===== src/rtl/vga_timing_pkg.sv =====
// Shared encodings, default 1280x1024@60 timing and the colour-bar table
// for the VGA raster generator.
package vga_timing_pkg;

    localparam int CNT_W = 11;

    typedef enum logic [1:0] {
        MODE_EXT   = 2'd0,
        MODE_BARS  = 2'd1,
        MODE_XHAIR = 2'd2,
        MODE_BLACK = 2'd3
    } vga_mode_e;

    localparam int  DEF_H_ACTIVE = 1280;
    localparam int  DEF_H_FP     = 48;
    localparam int  DEF_H_SYNC   = 112;
    localparam int  DEF_H_BP     = 248;
    localparam int  DEF_V_ACTIVE = 1024;
    localparam int  DEF_V_FP     = 1;
    localparam int  DEF_V_SYNC   = 3;
    localparam int  DEF_V_BP     = 38;
    localparam bit  DEF_HS_POL   = 1'b1;
    localparam bit  DEF_VS_POL   = 1'b1;
    localparam int  DEF_CW       = 4;

    // {R,G,B} on-flags per bar, index 0 is the leftmost (white) bar
    localparam logic [7:0][2:0] BAR_LUT = {
        3'b000,  // 7 black
        3'b001,  // 6 blue
        3'b100,  // 5 red
        3'b101,  // 4 magenta
        3'b010,  // 3 green
        3'b011,  // 2 cyan
        3'b110,  // 1 yellow
        3'b111   // 0 white
    };

    function automatic logic [2:0] bar_flags(input logic [2:0] idx);
        return BAR_LUT[idx];
    endfunction

endpackage


===== src/rtl/vga_axis_counter.sv =====
// One raster axis: position counter with wrap pulse, active-region flag
// and sync level. Used once per clock for H and once per line for V.
module vga_axis_counter #(
    parameter int ACTIVE = 1280,
    parameter int FP     = 48,
    parameter int SYNC   = 112,
    parameter int BP     = 248,
    parameter bit POL    = 1'b1,
    parameter int W      = 11
) (
    input  logic         clk,
    input  logic         rst_n,
    input  logic         clr,
    input  logic         step,
    output logic [W-1:0] count,
    output logic         wrap,
    output logic         active,
    output logic         sync
);
    localparam int TOTAL = ACTIVE + FP + SYNC + BP;

    localparam logic [W-1:0] LAST    = W'(TOTAL - 1);
    localparam logic [W-1:0] ACT_END = W'(ACTIVE);
    localparam logic [W-1:0] SYN_BEG = W'(ACTIVE + FP);
    localparam logic [W-1:0] SYN_END = W'(ACTIVE + FP + SYNC);

    always_ff @(posedge clk or negedge rst_n) begin
        if (!rst_n)
            count <= '0;
        else if (clr)
            count <= '0;
        else if (step)
            count <= (count == LAST) ? '0 : count + 1'b1;
    end

    assign wrap   = step && (count == LAST);
    assign active = count < ACT_END;
    assign sync   = (count >= SYN_BEG && count < SYN_END) ? POL : ~POL;

endmodule


===== src/rtl/vga_timing_gen.sv =====
// VGA raster timing generator: stage 0 counters/pixel request, stage 1
// registered sync, DE and colour (pattern source or external pixel).
module vga_timing_gen
    import vga_timing_pkg::*;
#(
    parameter int H_ACTIVE = DEF_H_ACTIVE,
    parameter int H_FP     = DEF_H_FP,
    parameter int H_SYNC   = DEF_H_SYNC,
    parameter int H_BP     = DEF_H_BP,
    parameter int V_ACTIVE = DEF_V_ACTIVE,
    parameter int V_FP     = DEF_V_FP,
    parameter int V_SYNC   = DEF_V_SYNC,
    parameter int V_BP     = DEF_V_BP,
    parameter bit HS_POL   = DEF_HS_POL,
    parameter bit VS_POL   = DEF_VS_POL,
    parameter int CW       = DEF_CW
) (
    input  logic              CLK,
    input  logic              RST_N,
    input  logic              EN,
    input  logic [1:0]        MODE,
    input  logic [CNT_W-1:0]  CURSOR_X,
    input  logic [CNT_W-1:0]  CURSOR_Y,
    input  logic [3*CW-1:0]   PIX_IN,
    output logic              PIX_REQ,
    output logic [CNT_W-1:0]  X,
    output logic [CNT_W-1:0]  Y,
    output logic              FRAME_START,
    output logic              HSYNC,
    output logic              VSYNC,
    output logic              DE,
    output logic [CW-1:0]     R,
    output logic [CW-1:0]     G,
    output logic [CW-1:0]     B
);
    localparam int BAR_W  = H_ACTIVE / 8;
    localparam int BPOS_W = $clog2(BAR_W + 1);

    logic             run;
    logic [CNT_W-1:0] hcnt, vcnt;
    logic             h_wrap, v_wrap, h_act, v_act, h_sync, v_sync;
    logic             fs_q;

    // run lags EN by one clock so the first enabled cycle sits at 0,0
    always_ff @(posedge CLK or negedge RST_N) begin
        if (!RST_N) run <= 1'b0;
        else        run <= EN;
    end

    vga_axis_counter #(
        .ACTIVE(H_ACTIVE), .FP(H_FP), .SYNC(H_SYNC), .BP(H_BP),
        .POL(HS_POL), .W(CNT_W)
    ) u_h (
        .clk(CLK), .rst_n(RST_N), .clr(!EN), .step(run),
        .count(hcnt), .wrap(h_wrap), .active(h_act), .sync(h_sync)
    );

    vga_axis_counter #(
        .ACTIVE(V_ACTIVE), .FP(V_FP), .SYNC(V_SYNC), .BP(V_BP),
        .POL(VS_POL), .W(CNT_W)
    ) u_v (
        .clk(CLK), .rst_n(RST_N), .clr(!EN), .step(h_wrap),
        .count(vcnt), .wrap(v_wrap), .active(v_act), .sync(v_sync)
    );

    // Counters land on 0,0 either on the enable edge or after a frame wrap
    always_ff @(posedge CLK or negedge RST_N) begin
        if (!RST_N) fs_q <= 1'b0;
        else        fs_q <= EN && (!run || v_wrap);
    end

    assign X           = hcnt;
    assign Y           = vcnt;
    assign PIX_REQ     = run && h_act && v_act;
    assign FRAME_START = fs_q;

    vga_mode_e        mode_q, mode_cur;
    logic [CNT_W-1:0] cx_q, cy_q, cx_cur, cy_cur;

    // The frame's first pixel already uses the values being latched
    assign mode_cur = FRAME_START ? vga_mode_e'(MODE) : mode_q;
    assign cx_cur   = FRAME_START ? CURSOR_X : cx_q;
    assign cy_cur   = FRAME_START ? CURSOR_Y : cy_q;

    always_ff @(posedge CLK or negedge RST_N) begin
        if (!RST_N) begin
            mode_q <= MODE_EXT;
            cx_q   <= '0;
            cy_q   <= '0;
        end else if (FRAME_START) begin
            mode_q <= vga_mode_e'(MODE);
            cx_q   <= CURSOR_X;
            cy_q   <= CURSOR_Y;
        end
    end

    logic [BPOS_W-1:0] bar_pos;
    logic [2:0]        bar_idx;

    // Bar position tracks hcnt; bar_idx steps every BAR_W pixels
    always_ff @(posedge CLK or negedge RST_N) begin
        if (!RST_N) begin
            bar_pos <= '0;
            bar_idx <= '0;
        end else if (!EN || !run || h_wrap) begin
            bar_pos <= '0;
            bar_idx <= '0;
        end else if (bar_pos == BPOS_W'(BAR_W - 1)) begin
            bar_pos <= '0;
            bar_idx <= bar_idx + 3'd1;
        end else begin
            bar_pos <= bar_pos + 1'b1;
        end
    end

    logic [2:0]      flags;
    logic [3*CW-1:0] pat;

    always_comb begin
        flags = bar_flags(bar_idx);
        pat   = '0;
        case (mode_cur)
            MODE_BARS:  pat = {{CW{flags[2]}}, {CW{flags[1]}}, {CW{flags[0]}}};
            MODE_XHAIR: if (hcnt == cx_cur || vcnt == cy_cur) pat = '1;
            default:    pat = '0;
        endcase
    end

    logic [3*CW-1:0] pat_q;
    logic            ext_q;

    // Stage 1; EN low idles it on the same edge so no pulse is stretched
    always_ff @(posedge CLK or negedge RST_N) begin
        if (!RST_N) begin
            HSYNC <= ~HS_POL;
            VSYNC <= ~VS_POL;
            DE    <= 1'b0;
            pat_q <= '0;
            ext_q <= 1'b0;
        end else if (!EN) begin
            HSYNC <= ~HS_POL;
            VSYNC <= ~VS_POL;
            DE    <= 1'b0;
            pat_q <= '0;
            ext_q <= 1'b0;
        end else begin
            HSYNC <= h_sync;
            VSYNC <= v_sync;
            DE    <= PIX_REQ;
            pat_q <= PIX_REQ ? pat : '0;
            ext_q <= PIX_REQ && (mode_cur == MODE_EXT);
        end
    end

    // External pixels arrive one cycle after the request, i.e. in stage 1
    assign {R, G, B} = ext_q ? PIX_IN : pat_q;

endmodule


===== config.mk =====
export PLATFORM = sky130hd
export DESIGN_NAME = vga_timing_gen
export DESIGN_NICKNAME = d
export VERILOG_FILES = /design/src/rtl/vga_timing_pkg.sv /design/src/rtl/vga_axis_counter.sv /design/src/rtl/vga_timing_gen.sv
export SDC_FILE = /design/constraint.sdc
export NUM_CORES = 1
export LEC_CHECK = 0
export ABC_AREA = 1
export ABC_CLOCK_PERIOD_IN_PS = 1800
export CAP_MARGIN = 20
export CORE_MARGIN = 5
export CORE_UTILIZATION = 51
export CTS_CLUSTER_DIAMETER = 40
export DETAILED_ROUTE_END_ITERATION = 8
export MAX_ROUTING_LAYER = met4
export PLACE_DENSITY_LB_ADDON = 0.08
export SKIP_LAST_GASP = 1
export SYNTH_ARGS = -nofsm -noshare
export SYNTH_HDL_FRONTEND = slang
export SYNTH_SLANG_ARGS = --single-unit

===== constraint.sdc =====
create_clock -name CLK -period 1.8 [get_ports CLK]
set_input_delay 0.27 -clock CLK [delete_from_list [all_inputs] [get_ports CLK]]
set_output_delay 0.27 -clock CLK [all_outputs]
set_load 0.05 [all_outputs]

# After elaboration in Yosys (flattened, before gate mapping)
# Memories as Yosys holds them, arrays and structs flattened.
# Index checks and enable logic that the tools add are counted.
op_classes:
  addsub: 4
  multipliers: 0
  n_div: 0
  order_cmp: 7
  n_eq_ne: 9
  shift: 0
  mux: 25
  bitwise: 0
  n_reduce_logical: 16
op_table:
  columns: ["op", "n"]
  rows:
  - ["11-bit two-way mux", 8]
  - ["12-bit two-way mux", 4]
  - ["11-bit less-than comparator, second input constant", 4]
  - ["12-bit case mux with 2 select lines", 1]
  - ["11-bit by 1-bit adder with 11-bit output, second input constant", 2]
  - ["11-bit == test", 2]
  - ["11-bit == test, second input constant", 2]
  - ["11-bit >= comparator, second input constant", 2]
  - ["8-bit two-way mux", 2]
  - ["3-bit two-way mux", 3]
  - ["8-bit by 1-bit adder with 8-bit output, second input constant", 1]
  - ["8-bit == test, second input constant", 1]
  - ["1-bit logical AND", 8]
  - ["1-bit two-way mux", 6]
  - ["1-bit logical OR", 4]
  - ["3-bit by 4-bit less-than comparator with 1-bit output, second input constant", 1]
  - ["2-bit by 1-bit inequality test with 1-bit output, second input constant", 2]
  - ["3-bit by 1-bit adder with 3-bit output, second input constant", 1]
  - ["2-bit by 1-bit == test with 1-bit output, second input constant", 1]
  - ["2-bit == test, second input constant", 1]
  - ["1-bit logical NOT", 2]
  - ["2-bit logical NOT", 1]
  - ["2-bit two-way mux", 1]
  - ["2-bit nonzero test", 1]
word_totals:
  reg_bits: 75
  latchBits: 0
  ram_bits: 0
  rom_bits: 24
  in_bits: 39
  output_inout_bits: 39
  wordCells: 76
  mem_count: 1
mem_list:
  columns: ["name", "words", "width", "read_ports", "rd_ports_with_merged_regs", "write_ports", "line", "source"]
  rows:
  - ["(no name shown)", 8, 3, 1, 0, 0, "vga_timing_pkg.sv:39", "return BAR_LUT[idx];"]

# Longest topological paths before layout
depth:
  ltp_word: 7
  ltp_mapped: 12
  depth_no_buf: 12

# By module
# A second synthesis with hierarchy kept.
unflattened:
  hier_cells: 529
  area_unflattened_um2: 3814.9
modules_own_cells:
  columns: ["module", "instances", "cells_per_inst", "area_each_um2", "seq_area_each_um2"]
  rows:
  - ["vga_timing_gen", 1, 317, 2316.0, 1101.1]
  - ["vga_axis_counter (u_v)", 1, 119, 787.0, 275.3]
  - ["vga_axis_counter (u_h)", 1, 93, 711.9, 275.3]

# Worst setup path after synthesis
# Ideal clock, no wire load.
synth_path:
  kind: "register -> register"
  from: "reg u_h.count[1]"
  to: "reg u_v.count[4]"
  setup_time_ps: 83
  t_arrival_ps: 1836
  t_required_ps: 1717
  setup_slack_ps: -119
  stages_incl_launch_ff: 9
  path_buffers: 1
  synth_period_minus_slack_ps: 1919
  path_cell_list: "dfrtp_1 -> ha_1 -> nand2_2 -> nor4_2 -> nand2_2 -> nand2_4 -> buf_6 -> nand4_1 -> o21ai_0"
synth_between:
  elab_chain_cells: 3
synth_lines:
  columns: ["element", "line", "source"]
  rows:
  - ["start, declared", "vga_axis_counter.sv:15", "output logic [W-1:0] count,"]
  - ["start signal, assigned", "vga_axis_counter.sv:33", "count <= (count == LAST) ? '0 : count + 1'b1;"]
  - ["11-bit == test", "vga_axis_counter.sv:36", "assign wrap = step && (count == LAST);"]
  - ["1-bit logical AND", "vga_axis_counter.sv:36", null]
  - ["2-bit by 1-bit inequality test with 1-bit output (no line)", null, null]
  - ["end signal, assigned", "vga_axis_counter.sv:33", null]
  - ["end, declared", "vga_axis_counter.sv:15", null]
# No other way between the ends.
# A chain may end at the register's enable or synchronous reset.

# Final worst setup path
layout_path:
  from: "reg DE"
  to: "out DE"
layout_rtl:
  columns: ["element", "line", "source"]
  rows:
  - ["start, declared", "vga_timing_gen.sv:31", "output logic DE,"]
  - ["start signal, assigned", "vga_timing_gen.sv:137", "DE <= 1'b0;"]
  - ["start signal, assigned", "vga_timing_gen.sv:143", "DE <= 1'b0;"]
  - ["start signal, assigned", "vga_timing_gen.sv:149", "DE <= PIX_REQ;"]
# No word-level cell between the ends.

==> run metrics <==
status complete, no violations; die area 0.008957 mm²; Mapped Area 0.003654 mm²; Top-Level Pins 78; Setup WS post-layout 0.05634 ns; Worst Path Max Fanout 1; max frequency 573.5 MHz; total power 0.003873 W; GR peak layer met2; Slew @ Worst Pin 0.5180 ns; final critical-path share of the clock period 0.9687; Syn Nets 535; RSZ-0062 raised after global routing yes; Die Y 94.64 µm; Min Hold Slack 0.4601 ns; crit start category flop; GRT Util Overall 0.2480; Floorplan Core Area 0.006869 mm²; crit path DAT 1.47 ns; Port Buffer Count 77; min-delay worst type in2async; post-layout net count 640; Worst setup EP type primary output; max_cap viols 0; Worst Path Buf+Inv 1; final hold vios 0; Yosys top cell by area dfrtp_1; n_diodes 0; share of cells above drive strength 1 0.1756; largest net degree at the start of global routing 67; max-slew violations 0; syn_area_per_cell 7.487 µm²; Place WS 0.04152 ns; Slowest cell on crit path clkdlybuf4s50_1; Vias/cell 5.196; ANT nets after route 0; delay-heaviest family, CP buffers and inverters; Layout area overhead 38.39%; Final Critical Period 1.744 ns; Core Util, Final 0.7361; post-synth cell types 33; grt ovf 0; Initial Util 0.5319; met1 usage in global routing 0.3151; synth top area cells dfrtp_1 (45%), nand2_1 (18%), nand3_1 (5.5%); Max VDD drop 0.5954 mV; Crit path largest cell delay 0.81 ns; post-synthesis sequential area ratio 0.4521; clock root buffer master clkbuf_8; Synth top area share 0.4521; FP Rows 30; Clock transition at path regs 0.07 ns; Synth Register Bits 66; GR Util met3 0.05020; final WL 9993 µm; Max Buffers Root-to-Sink 2; CTS tree yes; initial DRC count 183; met2 Use GR 0.4075; CP required 1.53 ns; first drt pass iteration count 5; count of final setup violators 0; Post-Route Skew 0.01067 ns; TritonCTS Sinks 66; power per cell area 766.0 mW/mm²; Worst-Skew Late Latency 0.35 ns; crit-path cells clkdlybuf4s50_1; Leak 2.537 nW; first-pass GRT wire length 16880 µm; die width 94.64 µm; placed wire-length estimate 7534 µm; antenna violations before repair 0; Yosys Warn Count 0; WS Path Type reg2out; dpl cells 676; Vias 3606; number of global-route vias before repair 3589; routed len/inst 14.40 µm; non-filler instance count after layout 694; DRC errors left 0; TritonCTS Buffers 9; H-tree depth 3; Placer Congestion 0.8955; Synth Instances 488; Max transition margin 0.6536
==> per-stage QoR <==
| step | cell area (µm²) | TNS [ns] |
|---|---|---|
| floorplan | 3659 | 0 |
| finish | 5056 | 0 |
| detailed placement | 4761 | 0 |
| global route | 5056 | -0.01775 |
| global placement | 4761 | 0 |
| CTS | 5014 | 0 |
==> sequential cells by signal, indices dropped and copies added (netlist names), 2 cells and up <==
signal / flops
u_v.count: 11
u_h.count: 11
bar_idx: 3
cx_q: 11
cy_q: 11
mode_q: 2
bar_pos: 8
pat_q: 3
==> Yosys cell counts (all sizes together) <==
library cell / instances
o211ai: 1
nand3b: 1
o31ai: 2
inv: 54
nor2: 32
xnor2: 1
a21oi: 14
nand2: 183
a211oi: 3
clkbuf: 1
o311a: 1
xor2: 7
a31oi: 1
nor4: 6
o21ai: 16
dfrtp: 66
o22ai: 1
nand3: 41
or2: 2
nand4: 15
buf: 12
nor3: 16
ha: 8
nor3b: 4
==> path summary, 6_finish.rpt <==
path | from | endpoint | slack [ns] | depth (start not counted)
min in group CLK | bar_pos[0] | bar_pos[0] | 0.46 | 1
worst max-delay path | DE | DE | 0.06 | 1
max in group asynchronous | RST_N | ext_q | 1.02 | 3
worst min register to register | bar_pos[0] | bar_pos[0] | 0.46 | 1
worst min-delay path | RST_N | cx_q[6] | 0.46 | 3
worst max register to register | u_h.count[0] | u_v.count[3] | 0.12 | 8
==> power by group <==
group / internal (W) / total [W] / switching [W]
combinational: 0.000296 / 0.000723 / 0.000427
sequential: 0.00157 / 0.00162 / 0.0000470
clock: 0.000925 / 0.00153 / 0.000605
==> kinds of logic after synthesis <==
kind of cell             after synthesis  share of synthesized area
AO/OA/AOI/OAI                         39                    0.05959
adder cells (fa/ha/maj)                8                    0.02740
XOR/XNOR                               8                    0.01918
flip-flops                            66                     0.4521
buffers and inverters                 67                    0.08390
AND/OR/NAND/NOR                      300                     0.3579
==> cells in the final DEF, fill, tap and decap left out, types with 2 or more instances in the layout <==
cell,count
a211oi_1,3
a21oi_1,14
buf_12,16
buf_4,49
bufinv_16,3
clkbuf_8,9
clkdlybuf4s50_1,39
clkinv_4,2
dfrtp_1,60
dfrtp_2,6
ha_1,8
inv_1,49
inv_2,5
nand2_1,176
nand2_2,6
nand3_1,40
nand4_1,15
nor2_1,30
nor2_2,2
nor3_1,16
nor3b_1,4
nor4_1,5
o21ai_0,12
o21ai_1,4
o31ai_1,2
or2_2,2
xor2_1,7
==> tightest hold or removal path: stages <==
cell	delay (ns)
dlygate4sd3_1	0.52
buf_2	0.12
buf_12	0.30
==> what timing repair did <==
item / in CTS / in global routing
buffers inserted: 0 / 1
endpoints found under the setup margin: 1 / 27
endpoints found under the hold margin: 66 / 0
gates resized for setup: 1 / 10
hold buffers: 1 / 0
pin swaps: 0 / 1
==> final cells by class <==
cell class                      count  area, µm²
Multi-Input combinational cell    355       1725
Tap cell                           96      120.1
Timing Repair Buffer              107       1106
Sequential cell                    66       1659
Inverter                           54      202.7
Fill cell                         556       1813
Clock buffer                       10      127.6
Clock inverter                      6      115.1
==> metal layers <==
metal | part of all wire | vias up | wire [µm]
li1 | - | 1788 | -
met1 | 0.43 | 1683 | 4342
met2 | 0.49 | 124 | 4945
met3 | 0.060 | 11 | 596
met4 | 0.011 | 0 | 108
met5 | 0 | - | 0
Note: power is estimated with default switching activity, not from simulation.
